`config.mk`:
```
export PLATFORM = sky130hd
export DESIGN_NAME = hilas_scan_ctrl
export DESIGN_NICKNAME = d
export VERILOG_FILES = /design/src/rtl/hilas_scan_pkg.sv /design/src/rtl/hilas_scan_phase_cnt.sv /design/src/rtl/hilas_scan_ctrl.sv
export SDC_FILE = /design/constraint.sdc
export NUM_CORES = 1
export LEC_CHECK = 0
export CORE_ASPECT_RATIO = 0.9
export CORE_MARGIN = 5
export CORE_UTILIZATION = 54
export CTS_CLUSTER_SIZE = 8
export DETAILED_ROUTE_END_ITERATION = 10
export DONT_BUFFER_PORTS = 1
export GPL_ROUTABILITY_DRIVEN = 0
export PLACE_DENSITY_LB_ADDON = 0.1
export SYNTH_ARGS = -nofsm -noshare
export SYNTH_HDL_FRONTEND = slang
export SYNTH_SLANG_ARGS = --single-unit
```
`constraint.sdc`:
```
create_clock -name CLK -period 3.5 [get_ports CLK]
set_input_delay 0.35 -clock CLK [delete_from_list [all_inputs] [get_ports CLK]]
set_output_delay 0.35 -clock CLK [all_outputs]
set_load 0.05 [all_outputs]
```
`src/rtl/hilas_scan_pkg.sv`:
```
// rtl/hilas_scan_pkg.sv - shared types and default parameters for the HILAS scan-chain sequencer
//
// Contents:
//   scan_state_t    - sequencer state encoding
//   SCAN_WIDTH_DEF  - default scan chain length in bits
//   SCAN_DIV_DEF    - default scan clock half-period in system clock cycles
//   SCAN_RST_DEF    - default chain reset pulse length in system clock cycles

package hilas_scan_pkg;

    typedef enum logic [2:0] {
        ST_IDLE     = 3'd0,
        ST_CLR      = 3'd1,
        ST_SHIFT_LO = 3'd2,
        ST_SHIFT_HI = 3'd3,
        ST_DONE     = 3'd4
    } scan_state_t;

    localparam int SCAN_WIDTH_DEF = 16;
    localparam int SCAN_DIV_DEF   = 4;
    localparam int SCAN_RST_DEF   = 8;

endpackage

```
`src/rtl/hilas_scan_phase_cnt.sv`:
```
// rtl/hilas_scan_phase_cnt.sv - loadable down-counter with terminal-count flag for scan phase timing
//
// Ports:
//   clk_i       - system clock
//   rst_ni      - asynchronous active-low reset
//   load_i      - load load_val_i into the counter (overrides counting)
//   load_val_i  - reload value, i.e. phase length minus one
//   tc_o        - high while the count is zero (last cycle of the phase)

module hilas_scan_phase_cnt #(
    parameter int CW = 8
) (
    input  logic          clk_i,
    input  logic          rst_ni,
    input  logic          load_i,
    input  logic [CW-1:0] load_val_i,
    output logic          tc_o
);

    logic [CW-1:0] cnt_q;
    logic [CW-1:0] cnt_d;

    // Saturates at zero so an idle counter simply parks with tc_o high.
    always_comb begin
        cnt_d = cnt_q;
        if (load_i) begin
            cnt_d = load_val_i;
        end else if (cnt_q != '0) begin
            cnt_d = cnt_q - 1'b1;
        end
    end

    always_ff @(posedge clk_i or negedge rst_ni) begin
        if (!rst_ni) begin
            cnt_q <= '0;
        end else begin
            cnt_q <= cnt_d;
        end
    end

    assign tc_o = (cnt_q == '0);

endmodule

```
`src/rtl/hilas_scan_ctrl.sv`:
```
// rtl/hilas_scan_ctrl.sv - serial loader / readback sequencer for the sky130_hilas_ScannerVertical chain
//
// Optional feature macro: HILAS_SCAN_READBACK_EN (capture register and rd_data readback).
//
// Ports:
//   CLK          - system clock
//   RESET_B      - asynchronous active-low reset
//   start_valid  - host offers a job
//   start_ready  - sequencer idle and able to accept a job
//   start_data   - word to shift into the chain, MSB first
//   start_clr    - pulse the chain reset before shifting
//   scan_d       - scanner D
//   scan_clk     - scanner CLK1
//   scan_rst_b   - scanner RESET_B_1
//   scan_q       - scanner OUTPUT
//   busy         - job in progress
//   done         - one-cycle completion pulse
//   rd_data      - previous chain contents captured during the last job

module hilas_scan_ctrl
    import hilas_scan_pkg::*;
#(
    parameter int WIDTH      = SCAN_WIDTH_DEF,
    parameter int DIV        = SCAN_DIV_DEF,
    parameter int RST_CYCLES = SCAN_RST_DEF
) (
    input  logic             CLK,
    input  logic             RESET_B,
    input  logic             start_valid,
    output logic             start_ready,
    input  logic [WIDTH-1:0] start_data,
    input  logic             start_clr,
    output logic             scan_d,
    output logic             scan_clk,
    output logic             scan_rst_b,
    input  logic             scan_q,
    output logic             busy,
    output logic             done,
    output logic [WIDTH-1:0] rd_data
);

    // One counter serves both the CLR pulse and the scan half-periods, so it
    // is sized for whichever phase is longer.
    localparam int MAXV = (DIV > RST_CYCLES) ? DIV : RST_CYCLES;
    localparam int CW   = $clog2(MAXV + 1);
    localparam int BW   = $clog2(WIDTH);

    localparam logic [CW-1:0] DIV_LD  = CW'(DIV - 1);
    localparam logic [CW-1:0] RST_LD  = CW'(RST_CYCLES - 1);
    localparam logic [BW-1:0] BIT_TOP = BW'(WIDTH - 1);

    scan_state_t      state_q, state_d;
    logic [WIDTH-1:0] sr_q, sr_d;
    logic [BW-1:0]    bit_q, bit_d;

    logic ready_q, busy_q, done_q;
    logic scan_d_q, scan_d_d;
    logic scan_clk_q, scan_rst_b_q;

    logic          accept;
    logic          phase_tc;
    logic          phase_load;
    logic [CW-1:0] phase_val;
    logic          lo_end;
    logic          hi_end;

    assign accept = start_valid && ready_q;
    assign lo_end = (state_q == ST_SHIFT_LO) && phase_tc;
    assign hi_end = (state_q == ST_SHIFT_HI) && phase_tc;

    always_comb begin
        state_d = state_q;
        case (state_q)
            ST_IDLE: begin
                if (accept) begin
                    state_d = start_clr ? ST_CLR : ST_SHIFT_LO;
                end
            end
            ST_CLR: begin
                if (phase_tc) begin
                    state_d = ST_SHIFT_LO;
                end
            end
            ST_SHIFT_LO: begin
                if (phase_tc) begin
                    state_d = ST_SHIFT_HI;
                end
            end
            ST_SHIFT_HI: begin
                if (phase_tc) begin
                    state_d = (bit_q == '0) ? ST_DONE : ST_SHIFT_LO;
                end
            end
            ST_DONE: begin
                state_d = ST_IDLE;
            end
            default: begin
                state_d = ST_IDLE;
            end
        endcase
    end

    // Word is consumed from the MSB; the shift happens as each bit's high
    // phase ends, so the next bit is at sr_d[WIDTH-1] on SHIFT_LO entry.
    always_comb begin
        sr_d  = sr_q;
        bit_d = bit_q;
        if (accept) begin
            sr_d  = start_data;
            bit_d = BIT_TOP;
        end else if (hi_end && (bit_q != '0)) begin
            sr_d  = {sr_q[WIDTH-2:0], 1'b0};
            bit_d = bit_q - 1'b1;
        end
    end

    // scan_d is only updated on entry to SHIFT_LO and held through SHIFT_HI,
    // giving DIV cycles of setup and hold around the rising scan_clk edge.
    always_comb begin
        case (state_d)
            ST_SHIFT_LO: scan_d_d = sr_d[WIDTH-1];
            ST_SHIFT_HI: scan_d_d = scan_d_q;
            default:     scan_d_d = 1'b0;
        endcase
    end

    assign phase_load = (state_d != state_q);
    assign phase_val  = (state_d == ST_CLR) ? RST_LD : DIV_LD;

    hilas_scan_phase_cnt #(
        .CW(CW)
    ) u_phase_cnt (
        .clk_i      (CLK),
        .rst_ni     (RESET_B),
        .load_i     (phase_load),
        .load_val_i (phase_val),
        .tc_o       (phase_tc)
    );

    // Every output register is loaded from the next state so pin behaviour
    // lines up with the state the sequencer is in during that cycle.
    always_ff @(posedge CLK or negedge RESET_B) begin
        if (!RESET_B) begin
            state_q      <= ST_IDLE;
            sr_q         <= '0;
            bit_q        <= '0;
            ready_q      <= 1'b1;
            busy_q       <= 1'b0;
            done_q       <= 1'b0;
            scan_d_q     <= 1'b0;
            scan_clk_q   <= 1'b0;
            scan_rst_b_q <= 1'b1;
        end else begin
            state_q      <= state_d;
            sr_q         <= sr_d;
            bit_q        <= bit_d;
            ready_q      <= (state_d == ST_IDLE);
            busy_q       <= (state_d != ST_IDLE);
            done_q       <= (state_d == ST_DONE);
            scan_d_q     <= scan_d_d;
            scan_clk_q   <= (state_d == ST_SHIFT_HI);
            scan_rst_b_q <= (state_d != ST_CLR);
        end
    end

    assign start_ready = ready_q;
    assign busy        = busy_q;
    assign done        = done_q;
    assign scan_d      = scan_d_q;
    assign scan_clk    = scan_clk_q;
    assign scan_rst_b  = scan_rst_b_q;

`ifdef HILAS_SCAN_READBACK_EN
    logic [WIDTH-1:0] cap_q, cap_d;
    logic [WIDTH-1:0] rd_q;

    // scan_q is sampled on the last SHIFT_LO cycle, just before scan_clk
    // rises, so the first sample is the chain's last stage and lands in the
    // MSB once all WIDTH samples have been shifted in.
    always_comb begin
        cap_d = cap_q;
        if (accept) begin
            cap_d = '0;
        end else if (lo_end) begin
            cap_d = {cap_q[WIDTH-2:0], scan_q};
        end
    end

    always_ff @(posedge CLK or negedge RESET_B) begin
        if (!RESET_B) begin
            cap_q <= '0;
            rd_q  <= '0;
        end else begin
            cap_q <= cap_d;
            if (state_d == ST_DONE) begin
                rd_q <= cap_d;
            end
        end
    end

    assign rd_data = rd_q;
`else
    logic unused_scan_q;
    assign unused_scan_q = scan_q;
    assign rd_data       = '0;
`endif

endmodule

```
==> flow_summary.toml <==
[timing]
hold-worst-slack_ns = 0.1712
drv_slew = 0
fmax_mhz = 426.0
setup_tns_ns = 0
clock-skew-final_ns = 0.004089
final.min_clock_period_ns = 2.347
min_period_over_period = 0.6706
tightest_slew_ns = 0.8436
rsz0062_at_grt = "no"
finalHoldViolations = 0
relSlewSlack = 0.4364
setup_viol = 0
layout_setup_ws_ns = 1.153

[floorplan]
die-area_mm2 = 0.004367
die_y_um = 63.20
boundaryPins = 43
rows = 19
initial_core_util = 0.5580
core-area_mm2 = 0.003043
dieWidth_um = 69.11

[final_layout]
drive_gt1_frac = 0.1011
final_util = 0.5757
areaGrowthSynthToFinish_pct = 3.169
stdcell_count = 230
final_nets = 210
n_antenna_cell = 0

[drt]
vias = 1269
ant_nets = 0
vias_per_cell = 5.517
wire_per_inst_um = 14.37
drc = 0
dr.pass1.iters = 4
wirelength_mm = 3.305
initialDrtViolationCount = 108

[power]
switching_share = 0.2783
seqPwrFrac = 0.598
p_sw_mw = 0.1774
p_int_mw = 0.4601
power_density_mw_per_mm2 = 363.9
vdd.ir_drop.worst_uv = 223.1
power_leakage_nw = 0.7987
p_comb_frac = 0.076
p_clk_frac = 0.326

[worst_setup_path]
path_max_fanout = 17
critPathLaunchType = "flip-flop"
r2r_cells = 6
r2r_slack_ns = 1.15
reg2reg_to = "sr_q[4]$_DFFE_PN0P_"
slowest_stage = "nor3b_1"
crit-reg2reg-launch = "bit_q[0]$_DFFE_PN0P_"
path_class = "reg2reg"
path_cells = "inv_1 > ha_1 > nor3b_1 > or3_1 > nand2_1 > a31oi_1"
startpoint = "bit_q[0]$_DFFE_PN0P_"
max_stage_delay_ns = 0.70
end_kind = "flip-flop"
worst-endpoint-required_ns = 3.76
critPathArrivalTime_ns = 2.60

[worst_hold_path]
min_path_cells = 2
hp-class = "in2reg"
min_from = "start_data[14]"
whs_endpoint = "sr_q[14]$_DFFE_PN0P_"

[yosys]
synthFlopType = "dfrtp_1"
syn-cell-area_mm2 = 0.001698
yosysTopAreaCellShare = 0.4569
ys_types = 43
yosysTopAreaCell = "dfrtp_1"
synth_warnings = 0
synth_compound_area_frac = 0.1326
postSynthAreaPerCell_um2 = 9.128
synth_commonest_cells = "nand2_1 (34), dfrtp_1 (31), nor2_1 (20)"
ys_async_sr_fraction = 1.000
yosys-top-cells-area = "dfrtp_1 (46%), nand2_1 (7.5%), buf_4 (7.1%)"
synthMuxAreaShare = 0.01179
synth_edf_count = 0
synthSimpleGateAreaFrac = 0.2284
syn_inst = 186
synth.most_common_cell = "nand2_1"
ys_seq_area_frac = 0.4878
synth-seq-cells = 33
synth-xor-area-share = 0.01548
synth_top_family_by_area = "simple AND/OR/NAND/NOR gates"
synthAdderAreaFrac = 0.01474

[clock_tree]
cts_tree = "built"
clk_latency_ns = 0.33
clock_sinks = 33
cts_made_buffers = 5
cts_buffer_depth = 2
clk_pin_slew_ns = 0.10
cts_resized = 0
htreeDepth = 2
root_buffer = "clkbuf_4"

[global_route]
grt_usage = 0.1613
overflow = 0
grt_start_max_net_pins = 36
grt_pass1_wl_mm = 5.616
grt_pass1_vias = 1120
antenna_found_initial = 0

[placement]
dp_worst_setup_slack_ns = 1.200
dpl.hpwl_mm = 2.260
dp_cells = 220
port-buffer-count = 0

[flow_run]
cap_violations = 0

[run_status]
status = "complete, no violations"
==> through the flow <==
step | area (um^2) | power [mW]
after CTS | 1752 | 0.6458
after floorplan | 1754 | 0.4400
after detailed placement | 1667 | 0.4259
final | 1752 | 0.6375
after global routing | 1752 | 0.6696
after global placement | 1667 | 0.4259
==> placed cells by master (no fill, tap or decap), types with 2 or more instances in the layout <==
cell / netlist / layout
nand2_1: 34 / 34
dfrtp_1: 31 / 31
nor2_1: 20 / 20
conb_1: 1 / 16
a31oi_1: 15 / 15
inv_1: 5 / 5
clkbuf_4: 0 / 5
nor3b_1: 4 / 4
o21ai_0: 4 / 4
nor2b_1: 3 / 3
a21oi_1: 3 / 3
buf_4: 16 / 3
mux2i_1: 2 / 2
and3_1: 2 / 2
and4_1: 2 / 2
xnor2_1: 2 / 2
or2_2: 2 / 2
a22oi_1: 2 / 2
or3_1: 2 / 2
nor3_1: 2 / 2
ha_1: 2 / 2
clkinv_2: 0 / 2
dfstp_2: 2 / 2
==> worst max path at each step <==
stage	endpoint	slack, ns
after floorplan	bit_q[1]$_DFFE_PN0P_	1.44
after global placement	scan_d$_DFFE_PN0N_	1.28
after detailed placement	sr_q[4]$_DFFE_PN0P_	1.20
after CTS	sr_q[4]$_DFFE_PN0P_	1.18
after global routing	sr_q[4]$_DFFE_PN0P_	0.90
final	sr_q[4]$_DFFE_PN0P_	1.15
==> timing repair <==
item,4_1_cts,5_1_grt
setup endpoints to repair,0,0
buffers inserted,0,0
hold buffers,2,0
endpoints found under the hold margin,33,0
==> area by class of cell <==
| type | instances | area [um^2] |
|---|---|---|
| well taps | 42 | 52.55 |
| multi-input cells | 137 | 744.5 |
| repair buffers | 5 | 52.55 |
| fillers | 287 | 1291 |
| inverters | 5 | 18.77 |
| clock buffers | 5 | 37.54 |
| clock inverters | 3 | 17.52 |
| flip-flops and latches | 33 | 828.3 |
==> power groups by stage <==
stage	combinational, mW	clock, mW	sequential (mW)
after floorplan	0.0514	0	0.389
after global placement	0.0373	0	0.389
after detailed placement	0.0373	0	0.389
after CTS	0.0483	0.216	0.381
after global routing	0.0513	0.237	0.381
final	0.0485	0.208	0.381
==> layer usage <==
layer,vias to the layer above,part of all wire,GRT usage
met3,5,0.081,0.06836
met2,53,0.46,0.2310
met4,0,0.010,0.05122
met1,606,0.45,0.2203
met5,-,0,0
li1,605,-,-
==> kinds of logic (layout without fill, tap and decap cells) <==
| logic type | count (synthesis) | after routing |
|---|---|---|
| other cells | 1 | 16 |
| flops | 33 | 33 |
| buf+inv | 31 | 18 |
| simple gates | 80 | 80 |
| fa+ha+maj | 2 | 2 |
| xor+xnor | 3 | 3 |
| mux | 2 | 2 |
| compound gates | 34 | 34 |
==> worst max-delay path: cells and delay by family (launching register included) <==
kind            cells  cell delay [ns]
buf+inv             1             0.08
fa+ha+maj           1             0.17
flops               1             0.41
compound gates      1             0.19
simple gates        3             1.42
==> registers in the layout (all words and copies together) (netlist names) <==
name,cells
start_ready,1
bit_q,4
scan_rst_b,1
busy,1
scan_clk,1
state_q,3
done,1
u_phase_cnt.cnt_q,4
scan_d,1
sr_q,16
(Power assumes the default switching activity.)
